==> src/rtl/teclado_debounce.sv <==
// teclado_debounce
//    Front end for the 12-key piano keyboard. Synchronises the raw key pins,
//    debounces them as one 12-bit vector and hands the datapath a clean
//    one-hot (or all-zero) key vector with single-cycle press/release strobes.
//    Chords are refused: any time more than one key is seen, the block parks
//    in BLOQUEADO until every key is released.
//
// Ports
//    clock        system clock, rising edge
//    reset        asynchronous reset, active low
//    teclas_raw   raw key levels from the pins, bit i = note i
//    botoes       debounced one-hot key vector (or zero) to the datapath
//    pressionado  one-cycle pulse when a single key is accepted
//    solto        one-cycle pulse when the accepted key goes away
//    multiplas    high while in BLOQUEADO
//    db_estado    current FSM state (debug)
//
// state     | meaning
// ----------+---------------------------------------------------------
// OCIOSO    | no key accepted, waiting for exactly one debounced key
// TECLA     | one key accepted and driven on botoes
// BLOQUEADO | more than one key seen; wait for all keys released
module teclado_debounce #(
   parameter int DEBOUNCE_CYCLES = 500000,
   parameter bit ATIVO_BAIXO     = 1'b1
) (
   input  logic        clock,
   input  logic        reset,
   input  logic [11:0] teclas_raw,
   output logic [11:0] botoes,
   output logic        pressionado,
   output logic        solto,
   output logic        multiplas,
   output logic [1:0]  db_estado
);

   localparam int CW = $clog2(DEBOUNCE_CYCLES);
   localparam logic [CW-1:0] CNT_MAX = CW'(DEBOUNCE_CYCLES - 1);
   localparam logic [CW-1:0] CNT_ACC = CW'(DEBOUNCE_CYCLES - 2);

   typedef enum logic [1:0] {
      OCIOSO    = 2'b00,
      TECLA     = 2'b01,
      BLOQUEADO = 2'b10
   } estado_t;

   logic [11:0]   in_cond;
   logic [11:0]   sinc_meta;
   logic [11:0]   sinc;
   logic [11:0]   sinc_ant;
   logic [CW-1:0] cnt;
   logic [11:0]   deb;
   logic          deb_um_bit;

   estado_t       estado, estado_n;
   logic [11:0]   tecla, tecla_n;
   logic [11:0]   botoes_n;
   logic          pressionado_n;
   logic          solto_n;
   logic          multiplas_n;

   assign in_cond = ATIVO_BAIXO ? ~teclas_raw : teclas_raw;

   // cnt restarts on the edge that sees sinc differ from sinc_ant, so that
   // edge's sample is already the first one of the new run. Accepting when
   // cnt reaches DEBOUNCE_CYCLES-2 therefore means sinc has held the same
   // value for DEBOUNCE_CYCLES consecutive samples.
   always_ff @(posedge clock or negedge reset) begin
      if (!reset) begin
         sinc_meta <= '0;
         sinc      <= '0;
         sinc_ant  <= '0;
         cnt       <= '0;
         deb       <= '0;
      end else begin
         sinc_meta <= in_cond;
         sinc      <= sinc_meta;
         sinc_ant  <= sinc;
         if (sinc != sinc_ant) begin
            cnt <= '0;
         end else if (cnt != CNT_MAX) begin
            cnt <= cnt + CW'(1);
         end
         if ((sinc == sinc_ant) && (cnt == CNT_ACC)) begin
            deb <= sinc;
         end
      end
   end

   // Exactly one bit set: non-zero and clearing the lowest set bit leaves zero.
   assign deb_um_bit = (deb != '0) && ((deb & (deb - 12'd1)) == '0);

   always_ff @(posedge clock or negedge reset) begin
      if (!reset) begin
         estado      <= OCIOSO;
         tecla       <= '0;
         botoes      <= '0;
         pressionado <= 1'b0;
         solto       <= 1'b0;
         multiplas   <= 1'b0;
      end else begin
         estado      <= estado_n;
         tecla       <= tecla_n;
         botoes      <= botoes_n;
         pressionado <= pressionado_n;
         solto       <= solto_n;
         multiplas   <= multiplas_n;
      end
   end

   always_comb begin
      estado_n      = estado;
      tecla_n       = tecla;
      pressionado_n = 1'b0;
      solto_n       = 1'b0;
      unique case (estado)
         OCIOSO: begin
            if (deb_um_bit) begin
               estado_n      = TECLA;
               tecla_n       = deb;
               pressionado_n = 1'b1;
            end else if (deb != '0) begin
               estado_n = BLOQUEADO;
            end
         end
         TECLA: begin
            if (deb == '0) begin
               estado_n = OCIOSO;
               solto_n  = 1'b1;
            end else if (deb != tecla) begin
               // key added or swapped without a gap: treat as a chord
               estado_n = BLOQUEADO;
               solto_n  = 1'b1;
            end
         end
         BLOQUEADO: begin
            if (deb == '0) begin
               estado_n = OCIOSO;
            end
         end
         default: begin
            estado_n = OCIOSO;
         end
      endcase
      botoes_n    = (estado_n == TECLA) ? tecla_n : '0;
      multiplas_n = (estado_n == BLOQUEADO);
   end

   assign db_estado = estado;

endmodule

==> config.mk <==
export PLATFORM = sky130hd
export DESIGN_NAME = teclado_debounce
export DESIGN_NICKNAME = d
export VERILOG_FILES = /design/src/rtl/teclado_debounce.sv
export SDC_FILE = /design/constraint.sdc
export NUM_CORES = 1
export LEC_CHECK = 0
export CORE_ASPECT_RATIO = 1.2
export CORE_MARGIN = 3
export CORE_UTILIZATION = 56
export CTS_BUF_LIST = sky130_fd_sc_hd__clkbuf_4
export DETAILED_ROUTE_END_ITERATION = 6
export PLACE_DENSITY = 0.89
export SYNTH_ARGS = -nofsm -noshare
export SYNTH_HDL_FRONTEND = slang
export SYNTH_SLANG_ARGS = --single-unit
export TNS_END_PERCENT = 5
==> constraint.sdc <==
create_clock -name clock -period 3.1 [get_ports clock]
set_input_delay 0.465 -clock clock [delete_from_list [all_inputs] [get_ports clock]]
set_output_delay 0.465 -clock clock [all_outputs]
set_load 0.05 [all_outputs]
-- After elaboration in Yosys (flattened, before gate mapping)
Index checks and enable logic that the tools add are counted.
- flip-flop bits (word level): 96
- input port bits: 14
- output and inout bits: 17
- word-level logic and storage cells: 47
- add/subtract/negate cells: 2
- equality and inequality tests: 9
- mux-type cells: 16
- bitwise operators: 2
- reductions and logical operators: 7
- operators by type and width (cell ; count):
    19-bit 2-to-1 mux ; 2
    12-bit 2-to-1 mux ; 3
    12-bit zero test ; 2
    12-bit != test ; 2
    19-bit by 1-bit adder with 19-bit output, second input constant ; 1
    19-bit equality test, second input constant ; 1
    19-bit != test, second input constant ; 1
    12-bit bitwise AND ; 1
    12-bit equality test ; 1
    12-bit inverter ; 1
    12-bit nonzero test ; 1
    12-bit by 1-bit subtractor with 12-bit output, second input constant ; 1
    2-bit 2-to-1 mux ; 5
    2-bit case mux with 3 select lines ; 1
    1-bit 2-to-1 mux ; 5
    2-bit by 1-bit equality test with 1-bit output, second input constant ; 2
    2-bit equality test, second input constant ; 2
    1-bit logical AND ; 2
    2-bit zero test ; 1
    2-bit nonzero test ; 1

-- Logic depth before layout (Yosys ltp)
Gate-level depths: netlist of the first run.
- depth after elaboration: 8
- gate-level depth with buffers: 7
- depth with buffers taken out: 6

-- Worst setup path after synthesis of the first run
OpenSTA, ideal clock, no wires.
- path type: register to register
- from: reg deb[1]
- to: reg tecla[5]
- setup time: 125 ps
- arrival: 2147 ps
- required time: 2975 ps
- path slack: 827 ps
- cell stages (with the launch flop): 8
- path buffers: 2
- period minus slack after synthesis: 2273 ps
- cell sequence: dfrtp_1 > or4_1 > buf_2 > nor4_2 > o2111ai_1 > a21oi_4 > buf_6 > mux2_4
- longest elaborated chain between the ends: 6
- elaborated cells between the ends (all ways): 7
- those cells by class: add/sub (1); mux (2); bitwise (1); reduce/logical (3)
- ends and longest elaborated chain (what ; line ; RTL):
    start, declared ; 52 ; logic [11:0] deb;
    start signal, assigned ; 85 ; deb <= sinc;
    12-bit by 1-bit subtractor with 12-bit output ; 91 ; assign deb_um_bit = (deb != '0) && ((deb & (deb - 12'd1)) == '0);
    12-bit bitwise AND ; 91 ;
    12-bit zero test ; 91 ;
    1-bit logical AND (*) ; 91 ;
    12-bit 2-to-1 mux (*) ; 118 ; if (deb_um_bit) begin
    12-bit 2-to-1 mux (*) ; 116 ; unique case (estado)
    named net tecla_n[5] ; 56 ; logic [11:0] tecla, tecla_n;
    end signal, assigned ; 103 ; tecla <= tecla_n;
    end, declared ; 56 ;
Mark *: on every way through the listed nets, which the timed path passes. The rest lies on a longest branch.
A chain may end at the register's enable or synchronous reset.

-- Final worst setup path of the first run
- from: reg deb[0]
- to: reg tecla[3]
Same word-level chain as after synthesis.

==> metrics.txt, run 1 <==
die height 97.92 µm; Tot GR Track Use between 15 and 20%; Finished Layout Cells around 430; post-route cell area 4478 µm²; Total Neg Setup Slack 0 ns; Final Cycle Share between 80% and 90%; first drt pass iteration count 4; fin. max-slew vios 0; vias in the first global route roughly 2400; CTS tree yes; Post-CTS Resized 0; Syn Inst Count between 300 and 400; detailed-route DRC error count 0; Worst R2R Path Depth 5; hold_ws ~0.011 ns; number of synthesized register bits between 90 and 100; clock slew at reported path FFs 0.14 ns; # H-tree levels 3; pre-CTS WS approximately 0.45 ns; Worst Setup End Kind flop; NumNets Final about 360; largest net degree at the start of global routing between 50 and 60; max_cap viols 0; crit path DAT 3.03 ns; GRT Max-Usage Layer met2; Unique masters post-synth between 40 and 50; syn nets 330; Hold Crit Class in2async; Vias 2422; worst slew pin tran between 0.7 and 0.8 ns; Avg Vias per Cell approximately 5.6; Main synth FF type dfrtp_1; post-route antenna net violation count 0; First DRT Iteration DRCs 148; status finished clean; clk_skew approximately 0.022 ns; fmax about 370 MHz; crit-path cells or4_1 > nor3_2 > nand3_1 > a21oi_4 > mux2_1; Worst path slowest cell or4_1; Post-Syn Area around 4000 µm²; met1 GRT Util 23.49%; Ant. Diodes 0; routed wire length approximately 6.4 mm; layout cells sized above 1 roughly 11%; DIE AREA 8087 µm²; initial antenna violation count 0; clk buf depth 2; Post-CTS Repair Setup Buffers 0; CP peak stage delay between 0.6 and 0.7 ns; clock root cell clkbuf_4; syn avg cell area about 13 µm²; Hold Buf Count CTS 0; GRT overflow 0; Core Area ~6600 µm²; relative slew slack around half; Worst Path Max Fanout 21; DR WL/cell around 15 µm; post-DP HPWL ~4.4 mm; post-placement cell count approximately 420; final worst slack around 0.38 ns; final setup fails 0; Async S/R FF share, synth 100.0%; Final Hold Fails 0; GPL Wtd Cong 0.8817; Power Density around 460 nW/µm²; IO Port Bufs 30; Initial Util between 50 and 60%; critical path type reg2reg; Post-synth EDFFs 0; Skew-Pair Late Insertion Delay 0.43 ns; Peak VDD IR 0.3448 mV; cts bufs inserted 9; GR Layer Usage met2 approximately 28%; CP Launch Type flop; M3 GR Usage between 4 and 5%; area grow syn2layout 13.58%; clock sink total 96; static leakage roughly 2.1 nW; critical path required time between 3 and 4 ns; Final min period between 2 and 3 ns; Ports 31; sequential area share after synthesis about three fifths; Die Width approximately 83 µm; RSZ-0062 raised after global routing no; count of warnings emitted by yosys 0; first-pass GRT wire length 11.16 mm; Rows 32; Placed Area 4320 µm²
[power by group]
| part | internal [W] | total [W] | switching [W] |
|---|---|---|---|
| logic | 0.0000246 | 0.0000564 | 0.0000318 |
| registers | 0.00128 | 0.00129 | 0.0000139 |
| clock network | 0.000332 | 0.000721 | 0.000389 |
[placed cells by master (no fill, tap or decap), types with 2 or more instances in the layout]
master	synthesis	final
a211oi_1	6	6
a21oi_1	3	3
a22o_1	12	12
and3_1	5	5
buf_4	1	4
bufinv_16	0	2
clkbuf_4	0	10
clkdlybuf4s50_1	0	29
clkinvlp_4	0	3
dfrtp_1	96	96
ha_1	2	2
inv_1	19	19
mux2_1	8	8
mux2_2	9	9
mux2_4	4	4
nand2_1	6	6
nand2b_1	2	2
nand3_1	10	10
nand4_1	5	5
nor2_1	25	25
nor3_1	6	6
nor4_1	10	10
o21ai_0	3	3
o2bb2ai_1	3	3
or3_1	2	2
or4_1	2	2
or4bb_1	2	2
xnor2_1	8	8
xor2_1	33	33
[flip-flops by register name, indices dropped and copies added, names as in the netlist, 2 cells and up]
signal	count
botoes	12
cnt	19
db_estado	2
deb	12
sinc	12
sinc_ant	12
sinc_meta	12
tecla	12
[layer usage]
metal | routed length [µm] | part of all wire [%] | vias to the layer above
met5 | 0 | 0 | -
met4 | 144 | 2.3 | 0
met3 | 277 | 4.3 | 15
met2 | 3234 | 51 | 72
met1 | 2741 | 43 | 1191
li1 | - | - | 1144
[cells by family after synthesis]
group	share of synthesized area [%]
compound gates	7.173
xor+xnor	9.108
buf+inv	3.555
mux	6.379
fa+ha+maj	0.8885
simple gates	11.96
flops	60.93
[Yosys cell counts (3+ instances only)]
master     instances  area [µm²]
o2bb2ai_1          3       26.28
xnor2_1            8       70.07
a211oi_1           6       45.04
and3_1             5       31.28
buf_2              4       20.02
mux2_2             9       101.4
dfrtp_1           96        2402
mux2_4             4       60.06
nor4_1            10       62.56
a21oi_1            3       15.01
nand2_1            6       22.52
xor2_1            33       289.0
nor3_1             6       30.03
o21ai_0            3       15.01
inv_1             19       71.32
nand4_1            5       31.28
clkbuf_1           7       26.28
mux2_1             8       90.09
nand3_1           10       50.05
nor2_1            25       93.84
a22o_1            12       105.1
[cell type report]
type | count | area [µm²]
fillers | 505 | 2168
multi-input cells | 185 | 1400
flip-flops and latches | 96 | 2402
repair buffers | 34 | 340.3
inverters | 19 | 71.32
clock buffers | 10 | 75.07
clock inverters | 5 | 82.58
well taps | 85 | 106.4
[critical path: cells and delay by family (launching register included)]
family          cells  cell delay (ns)
simple gates        3             1.17
compound gates      1             0.56
flops               1             0.48
mux                 1             0.38
[final timing paths]
| path | from | to | slack (ns) |
|---|---|---|---|
| min in group clock | sinc_meta[6] | sinc[6] | 0.36 |
| hold / removal | reset | tecla[5] | 0.01 |
| max in group asynchronous | reset | sinc_ant[0] | 2.41 |
| setup / recovery | deb[0] | tecla[3] | 0.38 |
| hold reg to reg | sinc_meta[6] | sinc[6] | 0.36 |
| setup reg to reg | deb[0] | tecla[3] | 0.38 |
[stage by stage]
stage          total power [W]  utilization (%)
4_1_cts               0.002085            67.38
3_3_place_gp          0.001368            65.00
3_5_place_dp          0.001373            65.00
2_1_floorplan         0.001323                -
5_1_grt               0.002159            67.38
6_report              0.002067            67.38
No activity file was read; power rests on OpenSTA's default activity.
==> inputs of run 2 (changes only) <==
HOLD_SLACK_MARGIN = 0.02   (was unset)
clock period = 2.78 ns   (was 3.1 ns; I/O delays follow)
==> run 2 against run 1 <==
Sequential power rose by 12%; worst setup slack got worse by 0.11 ns; clock power rose by 7.6%; final area rose by 0.34%; worst hold slack improved by 0.35 ns; critical endpoint is now tecla[2]; routed wire length rose by 0.70%.
==> metrics.txt, run 2 (synthesized netlist as in run 1, its figures left out) <==
Final Hold Fails 0; Skew-Pair Late Insertion Delay roughly 0.42 ns; die height ~98 µm; vias in the first global route approximately 2500; IO Port Bufs 30; Ant. Diodes 0; largest net degree at the start of global routing 51; CP Launch Type flop; First DRT Iteration DRCs 129; pre-CTS WS 0.3110 ns; static leakage between 2 and 2.5 nW; number of flip-flops in the largest register 19; GPL Wtd Cong between 0.8 and 0.9; initial antenna violation count 0; post-route cell area between 4000 and 5000 µm²; Final Cycle Share around 90%; clk buf depth 2; commonest cells after routing, fill and taps aside dfrtp_1 (96), xor2_1 (33), clkdlybuf4s50_1 (29); Peak VDD IR ~0.42 mV; relative slew slack 49.56%; cts bufs inserted 9; critical path type reg2reg; register area ~2400 µm²; clock slew at reported path FFs roughly 0.15 ns; Ports 31; post-DP HPWL around 4.5 mm; Power Density between 500 and 600 nW/µm²; first drt pass iteration count 4; area grow syn2layout 13.96%; DR WL/cell 14.78 µm; Core Area around 6600 µm²; worst slew pin tran ~0.75 ns; Worst Setup End Kind flop; detailed-route DRC error count 0; Placed Area around 4300 µm²; clk_skew 0.01337 ns; CTS tree yes; multi-input logic area roughly 1400 µm²; Tot GR Track Use between 15 and 20%; first-pass GRT wire length ~12 mm; status finished clean; # fillers a little under 500; Die Width between 80 and 90 µm; DIE AREA ~8100 µm²; critical path required time slightly above 3 ns; hold_ws 0.3650 ns; layout cells sized above 1 ~11%; post-route antenna net violation count 0; clock sink total 96; fmax around 400 MHz; Worst R2R Setup Slack around 0.27 ns; RSZ-0062 raised after global routing no; Total Neg Setup Slack 0 ns; GRT overflow 0; Initial Util roughly three fifths; clock root cell clkbuf_4; final worst slack 0.2722 ns; # H-tree levels 3; final setup fails 0; NumNets Final 362; Post-CTS Repair Setup Buffers 0; crit path DAT 2.82 ns; Avg Vias per Cell between 5 and 6; Hold Buf Count CTS 1; Post-CTS Resized 0; Vias between 2000 and 2500; Worst Path Max Fanout 25; commonest non-fill, non-tap cell in the layout dfrtp_1; fin. max-slew vios 0; Power, Total about 0.0023 W; Final min period 2.508 ns; routed wire length 6.442 mm; Rows 32; max_cap viols 0; Hold Crit Class reg2reg; Biggest register cnt
## run 2: per-layer routing
| metal | vias up | wire [µm] | share of wire (%) | GRT usage (%) |
|---|---|---|---|---|
| met5 | - | 0 | 0 | 0 |
| met4 | 0 | 145 | 2.3 | 8.302 |
| met3 | 16 | 267 | 4.1 | 3.967 |
| met2 | 65 | 3232 | 50 | 28.89 |
| met1 | 1166 | 2797 | 43 | 23.45 |
| li1 | 1150 | - | - | - |
## run 2: critical path, stage by stage (launching register included)
cell	delay, ns
dfrtp_1	0.48
or4_1	0.70
nor3_2	0.30
nand3_1	0.17
a21oi_4	0.21
buf_12	0.19
mux2_1	0.33
## run 2: metrics by stage
step	utilization, %	cells
final	67.60	436
after global routing	67.60	436
after CTS	67.60	436
after detailed placement	65.19	419
after global placement	65.19	419
after floorplan	-	314
## run 2: where the power goes
| group | internal, W | switching (W) |
|---|---|---|
| sequential | 0.00142 | 0.0000146 |
| clock | 0.000294 | 0.000481 |
| combinational | 0.0000283 | 0.0000358 |
## run 2: worst paths after layout
kind | from | end | cells after the start
worst max-delay path | deb[1] | tecla[2] | 6
worst min-delay path | sinc_meta[11] | sinc[11] | 0
worst max register to register | deb[1] | tecla[2] | 6
worst min register to register | sinc_meta[11] | sinc[11] | 0
max in group asynchronous | reset | cnt[0] | 3
min in group asynchronous | reset | pressionado | 2
## run 2: cell type report
type                       count  area share, %
clock buffer                   9          1.504
sequential                    96          53.47
multi-input combinational    185          31.16
tap                           85          2.367
inverter                      19          1.587
clock inverter                 7          1.838
timing repair buffer          35          8.076
